$ cat config.mk
export PLATFORM = sky130hd
export DESIGN_NAME = ks_control_unit_mc
export DESIGN_NICKNAME = d
export VERILOG_FILES = /design/src/rtl/k_and_s_pkg.sv /design/src/rtl/ks_control_unit_mc.sv
export SDC_FILE = /design/constraint.sdc
export NUM_CORES = 1
export LEC_CHECK = 0
export ABC_AREA = 1
export ABC_CLOCK_PERIOD_IN_PS = 1600
export BUFFER_PORTS_ARGS = -buffer_cell sky130_fd_sc_hd__buf_2
export CORE_MARGIN = 5
export CORE_UTILIZATION = 28
export CTS_BUF_LIST = sky130_fd_sc_hd__clkbuf_16
export CTS_CLUSTER_SIZE = 16
export DETAILED_ROUTE_END_ITERATION = 8
export GPL_TIMING_DRIVEN = 0
export SLEW_MARGIN = 20
export SYNTH_ARGS = -nofsm -noshare
export SYNTH_HDL_FRONTEND = slang
export SYNTH_SLANG_ARGS = --single-unit
export TNS_END_PERCENT = 5
$ cat constraint.sdc
create_clock -name clk -period 1.6 [get_ports clk]
set_input_delay 0.08 -clock clk [delete_from_list [all_inputs] [get_ports clk]]
set_output_delay 0.08 -clock clk [all_outputs]
set_load 0.1 [all_outputs]
$ cat src/rtl/k_and_s_pkg.sv
// Shared opcode encoding for the K&S decoder and control unit.
package k_and_s_pkg;

  typedef enum logic [3:0] {
    I_NOP,
    I_LOAD,
    I_STORE,
    I_MOVE,
    I_ADD,
    I_SUB,
    I_AND,
    I_OR,
    I_BRANCH,
    I_BZERO,
    I_BNZERO,
    I_BNEG,
    I_BNNEG,
    I_BOV,
    I_BNOV,
    I_HALT
  } decoded_instruction_type;

endpackage

$ cat src/rtl/ks_control_unit_mc.sv
// Multi-cycle K&S control FSM with parameterized RAM wait states and retired-instruction count.
// Optional feature: define KS_CU_RESUME_EN to let resume leave HALTED.
//
// state      | meaning
// FETCH      | present PC to RAM
// FETCH_WAIT | wait for instruction word, latch IR and bump PC on exit
// DECODE     | branch resolution, pick ALU op or memory path
// EXEC_ALU   | write ALU result (and flags unless MOVE)
// LOAD_WAIT  | wait for RAM read data
// LOAD_WB    | write RAM data into register file
// STORE_WAIT | wait for RAM, single write strobe on exit
// HALTED     | stopped
module ks_control_unit_mc
  import k_and_s_pkg::*;
#(
  parameter int MEM_WAIT = 1,
  parameter int ICNT_W   = 16
) (
  input  logic                    clk,
  input  logic                    rst,
  input  decoded_instruction_type decoded_instruction,
  input  logic                    zero_op,
  input  logic                    neg_op,
  input  logic                    unsigned_overflow,
  input  logic                    signed_overflow,
  input  logic                    mem_ready,
  input  logic                    resume,
  output logic                    branch,
  output logic                    pc_enable,
  output logic                    ir_enable,
  output logic                    write_reg_enable,
  output logic                    addr_sel,
  output logic                    c_sel,
  output logic                    flags_reg_enable,
  output logic                    ram_write_enable,
  output logic                    halt,
  output logic [1:0]              operation,
  output logic                    busy,
  output logic [ICNT_W-1:0]       instr_count
);

  typedef enum logic [2:0] {
    FETCH, FETCH_WAIT, DECODE, EXEC_ALU, LOAD_WAIT, LOAD_WB, STORE_WAIT, HALTED
  } state_t;

  localparam logic [3:0] WAIT_LAST = 4'(MEM_WAIT - 1);

  state_t     state, state_nx;
  logic [3:0] wait_cnt, wait_cnt_nx;
  logic [1:0] op_q;
  logic       flags_upd_q;
  logic [1:0] dec_op;
  logic       dec_alu, dec_move, take_branch;
  logic       wait_done, in_wait, retire;
  logic       unused_inputs;

`ifdef KS_CU_RESUME_EN
  assign unused_inputs = signed_overflow;
`else
  assign unused_inputs = signed_overflow ^ resume;
`endif

  assign wait_done = (wait_cnt >= WAIT_LAST) && mem_ready;
  assign in_wait   = (state == FETCH_WAIT) || (state == LOAD_WAIT) || (state == STORE_WAIT);

  always_comb begin
    dec_op   = 2'b00;
    dec_alu  = 1'b0;
    dec_move = 1'b0;
    case (decoded_instruction)
      I_ADD:   begin dec_op = 2'b00; dec_alu = 1'b1; end
      I_AND:   begin dec_op = 2'b01; dec_alu = 1'b1; end
      I_OR:    begin dec_op = 2'b10; dec_alu = 1'b1; end
      I_MOVE:  begin dec_op = 2'b10; dec_alu = 1'b1; dec_move = 1'b1; end
      I_SUB:   begin dec_op = 2'b11; dec_alu = 1'b1; end
      default: ;
    endcase
  end

  always_comb begin
    take_branch = 1'b0;
    case (decoded_instruction)
      I_BRANCH: take_branch = 1'b1;
      I_BZERO:  take_branch = zero_op;
      I_BNZERO: take_branch = !zero_op;
      I_BNEG:   take_branch = neg_op;
      I_BNNEG:  take_branch = !neg_op;
      I_BOV:    take_branch = unsigned_overflow;
      I_BNOV:   take_branch = !unsigned_overflow;
      default:  take_branch = 1'b0;
    endcase
  end

  always_comb begin
    state_nx         = state;
    branch           = 1'b0;
    pc_enable        = 1'b0;
    ir_enable        = 1'b0;
    write_reg_enable = 1'b0;
    addr_sel         = 1'b0;
    c_sel            = 1'b0;
    flags_reg_enable = 1'b0;
    ram_write_enable = 1'b0;
    halt             = 1'b0;
    operation        = 2'b00;
    busy             = 1'b0;
    case (state)
      FETCH: state_nx = FETCH_WAIT;
      FETCH_WAIT: begin
        busy = 1'b1;
        if (wait_done) begin
          ir_enable = 1'b1;
          pc_enable = 1'b1;
          state_nx  = DECODE;
        end
      end
      DECODE: begin
        state_nx = FETCH;
        if (dec_alu) begin
          operation = dec_op;
          state_nx  = EXEC_ALU;
        end else begin
          case (decoded_instruction)
            I_LOAD:  begin addr_sel = 1'b1; state_nx = LOAD_WAIT; end
            I_STORE: begin addr_sel = 1'b1; state_nx = STORE_WAIT; end
            I_HALT:  state_nx = HALTED;
            default: begin
              branch    = take_branch;
              pc_enable = take_branch;
            end
          endcase
        end
      end
      EXEC_ALU: begin
        write_reg_enable = 1'b1;
        operation        = op_q;
        flags_reg_enable = flags_upd_q;
        state_nx         = FETCH;
      end
      LOAD_WAIT: begin
        busy     = 1'b1;
        addr_sel = 1'b1;
        c_sel    = 1'b1;
        if (wait_done) state_nx = LOAD_WB;
      end
      LOAD_WB: begin
        addr_sel         = 1'b1;
        c_sel            = 1'b1;
        write_reg_enable = 1'b1;
        state_nx         = FETCH;
      end
      STORE_WAIT: begin
        busy     = 1'b1;
        addr_sel = 1'b1;
        if (wait_done) begin
          ram_write_enable = 1'b1;
          state_nx         = FETCH;
        end
      end
      HALTED: begin
        halt = 1'b1;
`ifdef KS_CU_RESUME_EN
        if (resume) state_nx = FETCH;
`else
        state_nx = HALTED;
`endif
      end
      default: state_nx = FETCH;
    endcase
  end

  // Resuming from HALTED is not a retirement; HALT itself retires on entry.
  always_comb begin
    retire = ((state_nx == FETCH) &&
              ((state == DECODE) || (state == EXEC_ALU) ||
               (state == LOAD_WB) || (state == STORE_WAIT))) ||
             ((state_nx == HALTED) && (state != HALTED));
    wait_cnt_nx = 4'd0;
    if (in_wait && (state_nx == state))
      wait_cnt_nx = (wait_cnt == 4'd15) ? 4'd15 : wait_cnt + 4'd1;
  end

  always_ff @(posedge clk or posedge rst) begin
    if (rst) begin
      state       <= FETCH;
      wait_cnt    <= 4'd0;
      instr_count <= '0;
      op_q        <= 2'b00;
      flags_upd_q <= 1'b0;
    end else begin
      state    <= state_nx;
      wait_cnt <= wait_cnt_nx;
      if (retire) instr_count <= instr_count + ICNT_W'(1);
      if (state == DECODE) begin
        op_q        <= dec_op;
        flags_upd_q <= dec_alu && !dec_move;
      end
    end
  end

endmodule
==> metrics.md, run 1 <==
| Metric | Value |
|---|---|
| Outcome | `finished with violations` |
| Failing checks | `hold timing, setup timing` |
| Pin count of the biggest net entering global routing | `23` |
| Hold Vio Cnt, Final | `22` |
| WHS | `-0.0189 ns` |
| Adder-cell share of the synthesized area | `0.841%` |
| Final WS setup | `-0.00823 ns` |
| Critical-path top delay cell | `dfrtp_2` |
| Initial Util | `28.9%` |
| Multi-input gate area | `913 um^2` |
| # diodes | `0` |
| Power per cell area | `604 mW/mm^2` |
| Number of I/O port buffers | `37` |
| Commonest non-fill, non-tap cell in the layout | `nand2_1` |
| Synth area leaders | `dfrtp_1, nand2_1, nand3_1, inv_1, xor2_1` |
| WP buf/inv | `1` |
| Crit-path max cell delay | `0.51 ns` |
| Critical Path Sink Type | `primary output` |
| Synth area leader | `dfrtp_1` |
| CP arrival | `1.53 ns` |
| Total GRT Usage | `11.2%` |
| Via-per-instance ratio | `4.48` |
| Vias in the first global route | `1,397` |
| Via Count | `1,506` |
| Num rows | `26` |
| Largest family of logic cells by synthesized area | `simple AND/OR/NAND/NOR gates` |
| CP Class | `flip-flop to primary output` |
| Hold Crit Class | `input pin to asynchronous set/reset pin` |
| Psw | `approximately 240 uW` |
| Final period util | `101%` |
| Share of the synthesized area in the top cell type | `a little under two fifths` |
| Type of origin of the critical path | `flip-flop` |
| Register area share after synthesis | `a little under two fifths` |
| Reg power frac | `around 42%` |
| Sw Ratio | `a little under a fifth` |
| CP top delay family | `flip-flops` |
| DR pass1 iterations | `4` |
| Max H-tree Level | `1` |
| First-pass GRT wire length | `approximately 6.5 mm` |
| GPL Wtd Cong | `0.874` |
| Cell Chain, Critical Path | `nand2_4 > nor2_4 > nand4_1 > o21ai_2 > buf_12` |
| Gate power share | `under 10%` |
| Rel. slew slack | `44.7%` |
| Post-synthesis compound-gate area fraction | `about 6.1%` |
| Mux share of post-synthesis cell area | `0%` |
| Die W | `just over 80 um` |
| Vert. Die Dim | `about 83 um` |
| Area Overhead vs Synth | `46.2%` |
| Buffer levels on the longest clock path | `2` |
| Setup Skew | `0.00399 ns` |
| Crit path required time | `1.52 ns` |
| Pleak | `1.09 nW` |
| Clock Root Buffer | `clkbuf_16` |
| Residual DRC | `0` |
| Worst-skew pair later-pin latency | `around 0.26 ns` |
| Cells after Synth | `about 210` |
| Simple-gate share of the synthesized area | `39.4%` |
| Worst Tran Pin Value | `0.829 ns` |
| Final min period | `1.61 ns` |
| Mapped cell area | `0.00149 mm^2` |
| Main synth FF type | `dfrtp_1` |
| Number of synthesized flops with an enable pin | `0` |
| Critical path depth in cells | `5` |
| Post-route setup TNS | `-0.00823 ns` |
| Yosys warnings | `0` |
| Register-to-Register Path Depth | `9` |
| Finished Layout Cells | `336` |
| Syn_area_per_cell | `6.95 um^2` |
| DR iter-0 viols | `87` |
| RSZ-0062 raised after global routing | `yes` |
| Count of unique library cells instantiated by Yosys | `27` |
| Post-DRT Antenna Nets | `0` |
| Clock Power Share | `53.2%` |
| Die area | `0.00687 mm^2` |
| Core area | `0.00514 mm^2` |
| GR Overflow Total | `0` |
| Filler cell count in the final layout | `549` |
| Syn_nets | `approximately 230` |
| CTS clk-pin slew, worst paths | `0.06 ns` |
| Hpwl dp | `2.80 mm` |
| # IOs | `40` |
| WL final | `around 3.9 mm` |
| Max Cap Violations | `0` |
| Max IR drop VDD | `between 300 and 400 uV` |
| Seq cells post-synth | `22` |
| CTS Buf Count | `3` |
| Final Slew Violations | `0` |
| Pre-CTS setup slack | `-0.314 ns` |
| F_max | `0.622 GHz` |
| Routed len/inst | `11.7 um` |
| Most frequent cells in the layout | `nand2_1, buf_2, nand3_1` |
| Asr flop ratio synth | `100%` |
| Final setup fails | `1` |
| NumNets Final | `280` |
| Pint | `1.07 mW` |
| Dpl cells | `321` |
| Critical Path Fanout Max | `7` |
| TritonCTS clock tree | `built` |
| Initial antenna violation count | `0` |
| Sequential Area | `559 um^2` |
| Num Clock Sinks | `22` |
| Synth Area in XOR/XNOR | `between 8 and 9%` |
| Layout cells sized above 1 | `33.8%` |
## flip-flops by register name, indices dropped and copies added, names as in the netlist
name and count:
op_q 2, state 3, instr_count 16, flags_upd_q 1
## synthesized netlist by cell type (2+ instances only)
library cell / number
a21oi_1: 4
nand3_1: 26
o21ai_0: 10
nor2_1: 15
nor3_1: 5
dfrtp_1: 22
xor2_1: 9
inv_1: 25
nand3_2: 2
nand2_1: 70
inv_2: 3
nand4_1: 4
xnor2_1: 5
## logic make-up after synthesis
family / count (synthesis)
AOI/OAI and AO/OA: 17
xor gates and xnor gates: 14
adders and majority gates: 1
buffers and inverters: 31
DFF: 22
and+or+nand+nor: 129
## per-stage QoR
step / total power, mW / cell area [um^2] / utilization (%)
detailed placement: 0.622 / 1810 / 35.2
global route: 1.36 / 2170 / 42.3
floorplan: 0.598 / 1540 / -
finish: 1.31 / 2170 / 42.3
global placement: 0.621 / 1810 / 35.2
CTS: 1.33 / 2070 / 40.3
## path summary, 6_finish.rpt
kind	from	end	slack [ns]
max	state[1]	pc_enable	-0.008
min	rst	instr_count[2]	-0.02
max reg2reg	state[1]	instr_count[7]	0.02
min reg2reg	flags_upd_q	flags_upd_q	0.51
max in group asynchronous	rst	state[2]	1.05
min in group clk	decoded_instruction[2]	op_q[0]	0.21
## worst reg2reg max path, stage by stage (launching register included)
cell	delay, ns
dfrtp_2	0.50
nand2_4	0.11
nor2_4	0.06
buf_4	0.14
a21oi_2	0.20
nand3_4	0.13
nand2_4	0.12
buf_8	0.14
nand2_1	0.07
nand2_1	0.06
## routing by layer
metal,share of wire (%),GRT usage [%]
met1,45,14.9
met2,48,18.0
met3,4.8,1.68
met4,2.0,4.61
met5,0,0
## area by class of cell
type,instances,share of cell area [%]
Timing Repair Buffer,48,16.9
Buffer,3,1.27
Inverter,28,5.29
Sequential cell,22,25.7
Clock buffer,3,3.45
Clock inverter,1,1.38
Multi-Input combinational cell,161,42.0
Tap cell,70,4.03
## power by group through the flow
| stage | logic (mW) | clock network (mW) | registers (mW) |
|---|---|---|---|
| 2_1_floorplan | 0.0313 | 0 | 0.566 |
| 3_3_place_gp | 0.0548 | 0 | 0.567 |
| 3_5_place_dp | 0.0552 | 0 | 0.567 |
| 4_1_cts | 0.0571 | 0.712 | 0.556 |
| 5_1_grt | 0.0677 | 0.736 | 0.556 |
| 6_report | 0.0582 | 0.699 | 0.556 |
## timing repair
item / in CTS / in global routing
pin swaps: 4 / 4
setup buffers: 5 / 6
resized for setup: 34 / 16
hold buffers: 0 / 0
endpoints found under the setup margin: 25 / 24
cloned: 0 / 0
(Power assumes the default switching activity.)
==> run 2: changes to the inputs <==
==> constraint.sdc (replaced) <==
create_clock -name clk -period 1.6 [get_ports clk]
set_input_delay 0.08 -clock clk [delete_from_list [all_inputs] [get_ports clk]]
set_output_delay 0.08 -clock clk [all_outputs]
set_load 0.005 [all_outputs]
==> metrics.md, run 2 (synthesized netlist as in run 1, its figures left out) <==
| Metric | Value |
|---|---|
| Most frequent cells in the layout | `nand2_1, buf_2, nand3_1` |
| Max Cap Violations | `0 (unchanged)` |
| # IOs | `40 (unchanged)` |
| Die W | `82.9 um (unchanged)` |
| Rel. slew slack | `43.2% (-1.4 points)` |
| Area Overhead vs Synth | `40.6%` |
| Crit-path max cell delay | `0.45 ns (-0.06 ns)` |
| Sw Ratio | `18.5% (-0.029 points)` |
| Pleak | `1.09 nW (+0.53%)` |
| Setup Skew | `0.00201 ns (-0.00198 ns)` |
| Hold Crit Class | `input pin to asynchronous set/reset pin` |
| Residual DRC | `0 (unchanged)` |
| CP arrival | `1.79 ns (+0.26 ns)` |
| Critical Path Fanout Max | `7 (unchanged)` |
| Vert. Die Dim | `82.9 um (unchanged)` |
| Routed len/inst | `11.9 um (+1.4%)` |
| Number of flip-flops in the largest register | `16 (unchanged)` |
| GR Overflow Total | `0 (unchanged)` |
| CP Class | `flip-flop to flip-flop` |
| Type of origin of the critical path | `flip-flop` |
| Num Clock Sinks | `22 (unchanged)` |
| WHS | `-0.00937 ns (+0.00949 ns)` |
| Worst-skew pair later-pin latency | `0.26 ns (about the same)` |
| Hpwl dp | `2.89 mm (+3.3%)` |
| Final setup fails | `13 (+12)` |
| Pint | `1.07 mW (about the same)` |
| Clock Root Buffer | `clkbuf_16` |
| DR pass1 iterations | `4 (unchanged)` |
| WL final | `4.02 mm (+2.0%)` |
| Pre-CTS setup slack | `-0.264 ns (+0.0501 ns)` |
| Core area | `0.00514 mm^2 (unchanged)` |
| CTS clk-pin slew, worst paths | `0.06 ns (about the same)` |
| Number of I/O port buffers | `37 (unchanged)` |
| # diodes | `0 (unchanged)` |
| Final Slew Violations | `0 (unchanged)` |
| Reg power frac | `42.4% (about the same)` |
| Pin count of the biggest net entering global routing | `23 (unchanged)` |
| First-pass GRT wire length | `6.60 mm (+1.8%)` |
| Crit path required time | `1.75 ns (+0.23 ns)` |
| Critical Path Sink Type | `flip-flop` |
| GPL Wtd Cong | `0.864 (-1.2%)` |
| Gate power share | `4.2% (-0.2 points)` |
| Num rows | `26 (unchanged)` |
| Worst Tran Pin Value | `0.851 ns (+0.0216 ns)` |
| Final min period | `1.64 ns (+0.0339 ns)` |
| Register-to-Register Path Depth | `10 (+1)` |
| Cell Chain, Critical Path | `buf_4 > nor2_4 > a21oi_2 > nand2_2 > nor2_4 > nand3_4 > nand2_8 > clkbuf_16 > nand2_1 > nand2_1` |
| Post-DRT Antenna Nets | `0 (unchanged)` |
| Vias in the first global route | `1,428 (+2.2%)` |
| RSZ-0062 raised after global routing | `yes` |
| DR iter-0 viols | `81 (-6.9%)` |
| F_max | `0.609 GHz (-2.1%)` |
| TritonCTS clock tree | `built` |
| Via-per-instance ratio | `4.55 (+1.5%)` |
| Initial antenna violation count | `0 (unchanged)` |
| Filler cell count in the final layout | `560 (+2.0%)` |
| Critical-path top delay cell | `dfrtp_2` |
| Layout cells sized above 1 | `33.6% (-0.25 points)` |
| NumNets Final | `282 (+0.71%)` |
| Biggest regs | `instr_count x16, state x3, op_q x2` |
| Final period util | `103% (+2.1 points)` |
| Max H-tree Level | `1 (unchanged)` |
| Clock Power Share | `53.5% (+0.3 points)` |
| Power per cell area | `628 mW/mm^2 (+3.9%)` |
| Die area | `0.00687 mm^2 (unchanged)` |
| Initial Util | `28.9% (unchanged)` |
| Util after Layout | `40.7% (-1.6 points)` |
| Hold Buf Count CTS | `0 (unchanged)` |
| Via Count | `1,537 (+2.1%)` |
| Psw | `242 uW (-0.18%)` |
| Commonest non-fill, non-tap cell in the layout | `nand2_1` |
| Failing checks | `hold timing, setup timing` |
| Outcome | `finished with violations` |
| Max IR drop VDD | `559 uV (+47%)` |
| Final WS setup | `-0.0421 ns (-0.0339 ns)` |
| Buffer levels on the longest clock path | `2 (unchanged)` |
| CTS Buf Count | `3 (unchanged)` |
| Hold Vio Cnt, Final | `22 (unchanged)` |
| Total GRT Usage | `11.4% (+0.19 points)` |
| Reg with most FFs | `instr_count` |
-- run 2: changes by cell type in the layout (fill, tap and decap cells not counted), sizes merged --
cell    before  now
buf         48   51
clkbuf       6    5
clkinv       1    0
inv         27   28
-- run 2: final cells by class --
| type | instances | area [um^2] | share of cell area, % |
|---|---|---|---|
| clock inverters | 1 | 30.0 | 1.44 |
| flip-flops and latches | 22 | 554 | 26.5 |
| well taps | 70 | 87.6 | 4.19 |
| repair buffers | 50 | 308 | 14.7 |
| clock buffers | 3 | 75.1 | 3.59 |
| multi-input cells | 161 | 896 | 42.8 |
| inverters | 28 | 110 | 5.26 |
| plain buffers | 3 | 31.3 | 1.50 |
-- run 2: repair_timing --
action	in CTS	in global routing
buffers inserted	2	10
pin swaps	2	7
setup endpoints to repair	20	20
resized for setup	11	25
gates cloned	0	1
-- run 2: critical path: cells and delay by family, from the launching register on --
family	cells	cell delay, ns
and+or+nand+nor	7	0.65
buffers and inverters	2	0.33
DFF	1	0.45
AOI/OAI and AO/OA	1	0.08
-- run 2: power groups by stage --
stage                     clock [mW]  combinational, mW  sequential, mW
after floorplan                    0             0.0301           0.567
after global placement             0             0.0532           0.567
after detailed placement           0             0.0540           0.567
after CTS                      0.718             0.0550           0.556
after global routing           0.728             0.0638           0.556
final                          0.702             0.0545           0.556
-- run 2: per-stage QoR --
stage | hold slack [ns] | cell area [um^2] | instances | setup TNS [ns] | total power, mW
floorplan | 0.0692 | 1490 | 214 | 0 | 0.597
global placement | 0.295 | 1760 | 321 | -2.80 | 0.620
detailed placement | 0.292 | 1760 | 321 | -2.74 | 0.621
CTS | 0.0163 | 1920 | 327 | -0.247 | 1.33
global route | 0.0891 | 2090 | 338 | -2.24 | 1.35
finish | -0.00937 | 2090 | 338 | -0.307 | 1.31
-- run 2: worst paths after layout --
kind	start	endpoint	slack, ns
worst max-delay path	state[2]	instr_count[8]	-0.04
worst min-delay path	rst	instr_count[5]	-0.009
worst min register to register	flags_upd_q	flags_upd_q	0.49
max in group asynchronous	rst	state[2]	1.03
min in group clk	decoded_instruction[2]	op_q[0]	0.20
worst max register to register	state[2]	instr_count[8]	-0.04
-- run 2: metal layers --
metal  vias up  wire length (um)  track usage [%]
met4         0                97             5.20
met2        37              1960             18.4
met3         9               167             2.18
met5         -                 0                0
li1        798                 -                -
met1       693              1790             14.6
==> run 3: changes to the inputs <==
--- a/config.mk
+++ b/config.mk
@@ -6,7 +6,7 @@
 export NUM_CORES = 1
 export LEC_CHECK = 0
 export ABC_AREA = 1
-export ABC_CLOCK_PERIOD_IN_PS = 1600
+export ABC_CLOCK_PERIOD_IN_PS = 1900
 export BUFFER_PORTS_ARGS = -buffer_cell sky130_fd_sc_hd__buf_2
 export CORE_MARGIN = 5
 export CORE_UTILIZATION = 28
==> constraint.sdc (replaced) <==
create_clock -name clk -period 1.9 [get_ports clk]
set_input_delay 0.095 -clock clk [delete_from_list [all_inputs] [get_ports clk]]
set_output_delay 0.095 -clock clk [all_outputs]
set_load 0.005 [all_outputs]
==> metrics.md, run 3 (synthesized netlist as in run 1, its figures left out) <==
| Metric | Value |
|---|---|
| # IOs | `40 (unchanged)` |
| Hold Crit Class | `input pin to asynchronous set/reset pin` |
| Via-per-instance ratio | `4.46 (-1.9%)` |
| Initial antenna violation count | `0 (unchanged)` |
| CP Class | `flip-flop to flip-flop` |
| Vias in the first global route | `1,411 (-1.2%)` |
| Power per cell area | `584 mW/mm^2 (-6.9%)` |
| Critical Path Sink Type | `flip-flop` |
| Number of flip-flops in the largest register | `16 (unchanged)` |
| Routed len/inst | `11.5 um (-3.2%)` |
| GPL Wtd Cong | `0.864 (unchanged)` |
| CTS Buf Count | `3 (unchanged)` |
| First-pass GRT wire length | `6.53 mm (-1.2%)` |
| Num rows | `26 (unchanged)` |
| Outcome | `finished with violations` |
| # diodes | `0 (unchanged)` |
| Final period util | `90.4% (-12 points)` |
| Register-to-Register Setup Slack | `0.18 ns (+0.22 ns)` |
| Rel. slew slack | `44.7% (+1.5 points)` |
| Finished Layout Cells | `326 (-3.6%)` |
| Setup Skew | `0.00283 ns (+0.000824 ns)` |
| Die area | `0.00687 mm^2 (unchanged)` |
| WL final | `3.75 mm (-6.6%)` |
| Max H-tree Level | `1 (unchanged)` |
| Post-DRT Antenna Nets | `0 (unchanged)` |
| Biggest regs | `instr_count x16, state x3, op_q x2` |
| Type of origin of the critical path | `flip-flop` |
| Critical Path Fanout Max | `10 (+3)` |
| Hpwl dp | `2.89 mm (unchanged)` |
| Worst Tran Pin Value | `0.829 ns (-0.0219 ns)` |
| Reg with most FFs | `instr_count` |
| Worst-skew pair later-pin latency | `0.26 ns (about the same)` |
| Crit path required time | `2.04 ns (+0.29 ns)` |
| Post-route setup TNS | `0 ns (+0.307 ns)` |
| Max Cap Violations | `0 (unchanged)` |
| Final Slew Violations | `0 (unchanged)` |
| Residual DRC | `0 (unchanged)` |
| WHS | `-0.00414 ns (+0.00523 ns)` |
| Failing checks | `hold timing` |
| RSZ-0062 raised after global routing | `no` |
| Hold Vio Cnt, Final | `14 (-36%)` |
| Pleak | `1.02 nW (-6.7%)` |
| Core area | `0.00514 mm^2 (unchanged)` |
| Commonest non-fill, non-tap cell in the layout | `nand2_1` |
| Vert. Die Dim | `82.9 um (unchanged)` |
| Most frequent cells in the layout | `nand2_1, buf_2, nand3_1` |
| Total GRT Usage | `11.3% (-0.10 points)` |
| Die W | `82.9 um (unchanged)` |
| Area Overhead vs Synth | `26.7%` |
| Max IR drop VDD | `478 uV (-14%)` |
| CTS clk-pin slew, worst paths | `0.06 ns (about the same)` |
| GR Overflow Total | `0 (unchanged)` |
| Num Clock Sinks | `22 (unchanged)` |
| NumNets Final | `270 (-4.3%)` |
| Initial Util | `28.9% (unchanged)` |
| CP arrival | `1.86 ns (+0.07 ns)` |
| Via Count | `1,454 (-5.4%)` |
| Pin count of the biggest net entering global routing | `23 (unchanged)` |
| TritonCTS clock tree | `built` |
| Final min period | `1.72 ns (+0.0754 ns)` |
| Util after Layout | `36.7% (-4.0 points)` |
| Layout cells sized above 1 | `22.3% (-11 points)` |
| Final setup fails | `0 (-13)` |
| Buffer levels on the longest clock path | `2 (unchanged)` |
| Dpl cells | `321 (unchanged)` |
| Clock Root Buffer | `clkbuf_16` |
| F_max | `0.582 GHz (-4.4%)` |
| DR pass1 iterations | `6 (+2)` |
| Number of I/O port buffers | `37 (unchanged)` |
| DR iter-0 viols | `80 (-1.2%)` |
## run 3: what timing repair did
item                                    in CTS  in global routing
hold buffers                                 0                  0
setup buffers                                0                  1
endpoints found under the setup margin       0                 10
resized for setup                            0                  4
## run 3: path summary, 6_finish.rpt
path	startpoint	end	cells after the start
hold / removal	rst	instr_count[5]	2
setup / recovery	state[0]	instr_count[5]	11
min in group clk	decoded_instruction[2]	op_q[0]	3
hold reg to reg	flags_upd_q	flags_upd_q	2
max in group asynchronous	rst	state[0]	2
setup reg to reg	state[0]	instr_count[5]	11
## run 3: critical path, cell delays in order, from the launching register on
cell and delay, ns:
dfrtp_2 0.44, inv_2 0.12, nand2_2 0.08, nor2_4 0.21, a21oi_1 0.09, nand2_1 0.12, nor2_4 0.05, nand3_4 0.12
nand2_4 0.10, buf_6 0.16, nand2_1 0.05, nand2_1 0.06
## run 3: power breakdown
group          internal (mW)  leakage, nW  switching [mW]
clock network          0.418       0.0511           0.169
logic                 0.0144        0.691          0.0304
registers              0.469        0.276               0
## run 3: cell type report
type,instances,area [um^2]
plain buffers,3,22.5
clock buffers,3,75.1
clock inverters,1,30.0
fillers,586,3260
inverters,28,105
multi-input cells,161,820
flip-flops and latches,22,552
well taps,70,87.6
repair buffers,38,193
## run 3: layer usage
metal | up-vias | wire length [um] | track usage (%)
li1 | 774 | - | -
met1 | 635 | 1790 | 14.5
met2 | 36 | 1730 | 18.1
met3 | 9 | 145 | 2.18
met4 | 0 | 94 | 5.20
met5 | - | 0 | 0
## run 3: stage by stage
| stage | total power, mW | setup slack [ns] | area, um^2 | hold WS (ns) |
|---|---|---|---|---|
| floorplan | 0.502 | 0.352 | 1490 | 0.0842 |
| detailed placement | 0.523 | 0.0363 | 1760 | 0.307 |
| finish | 1.10 | 0.182 | 1880 | -0.00414 |
| CTS | 1.12 | 0.0264 | 1870 | 0.0316 |
| global placement | 0.522 | 0.0358 | 1760 | 0.310 |
| global route | 1.13 | 0.0000762 | 1880 | 0.0999 |
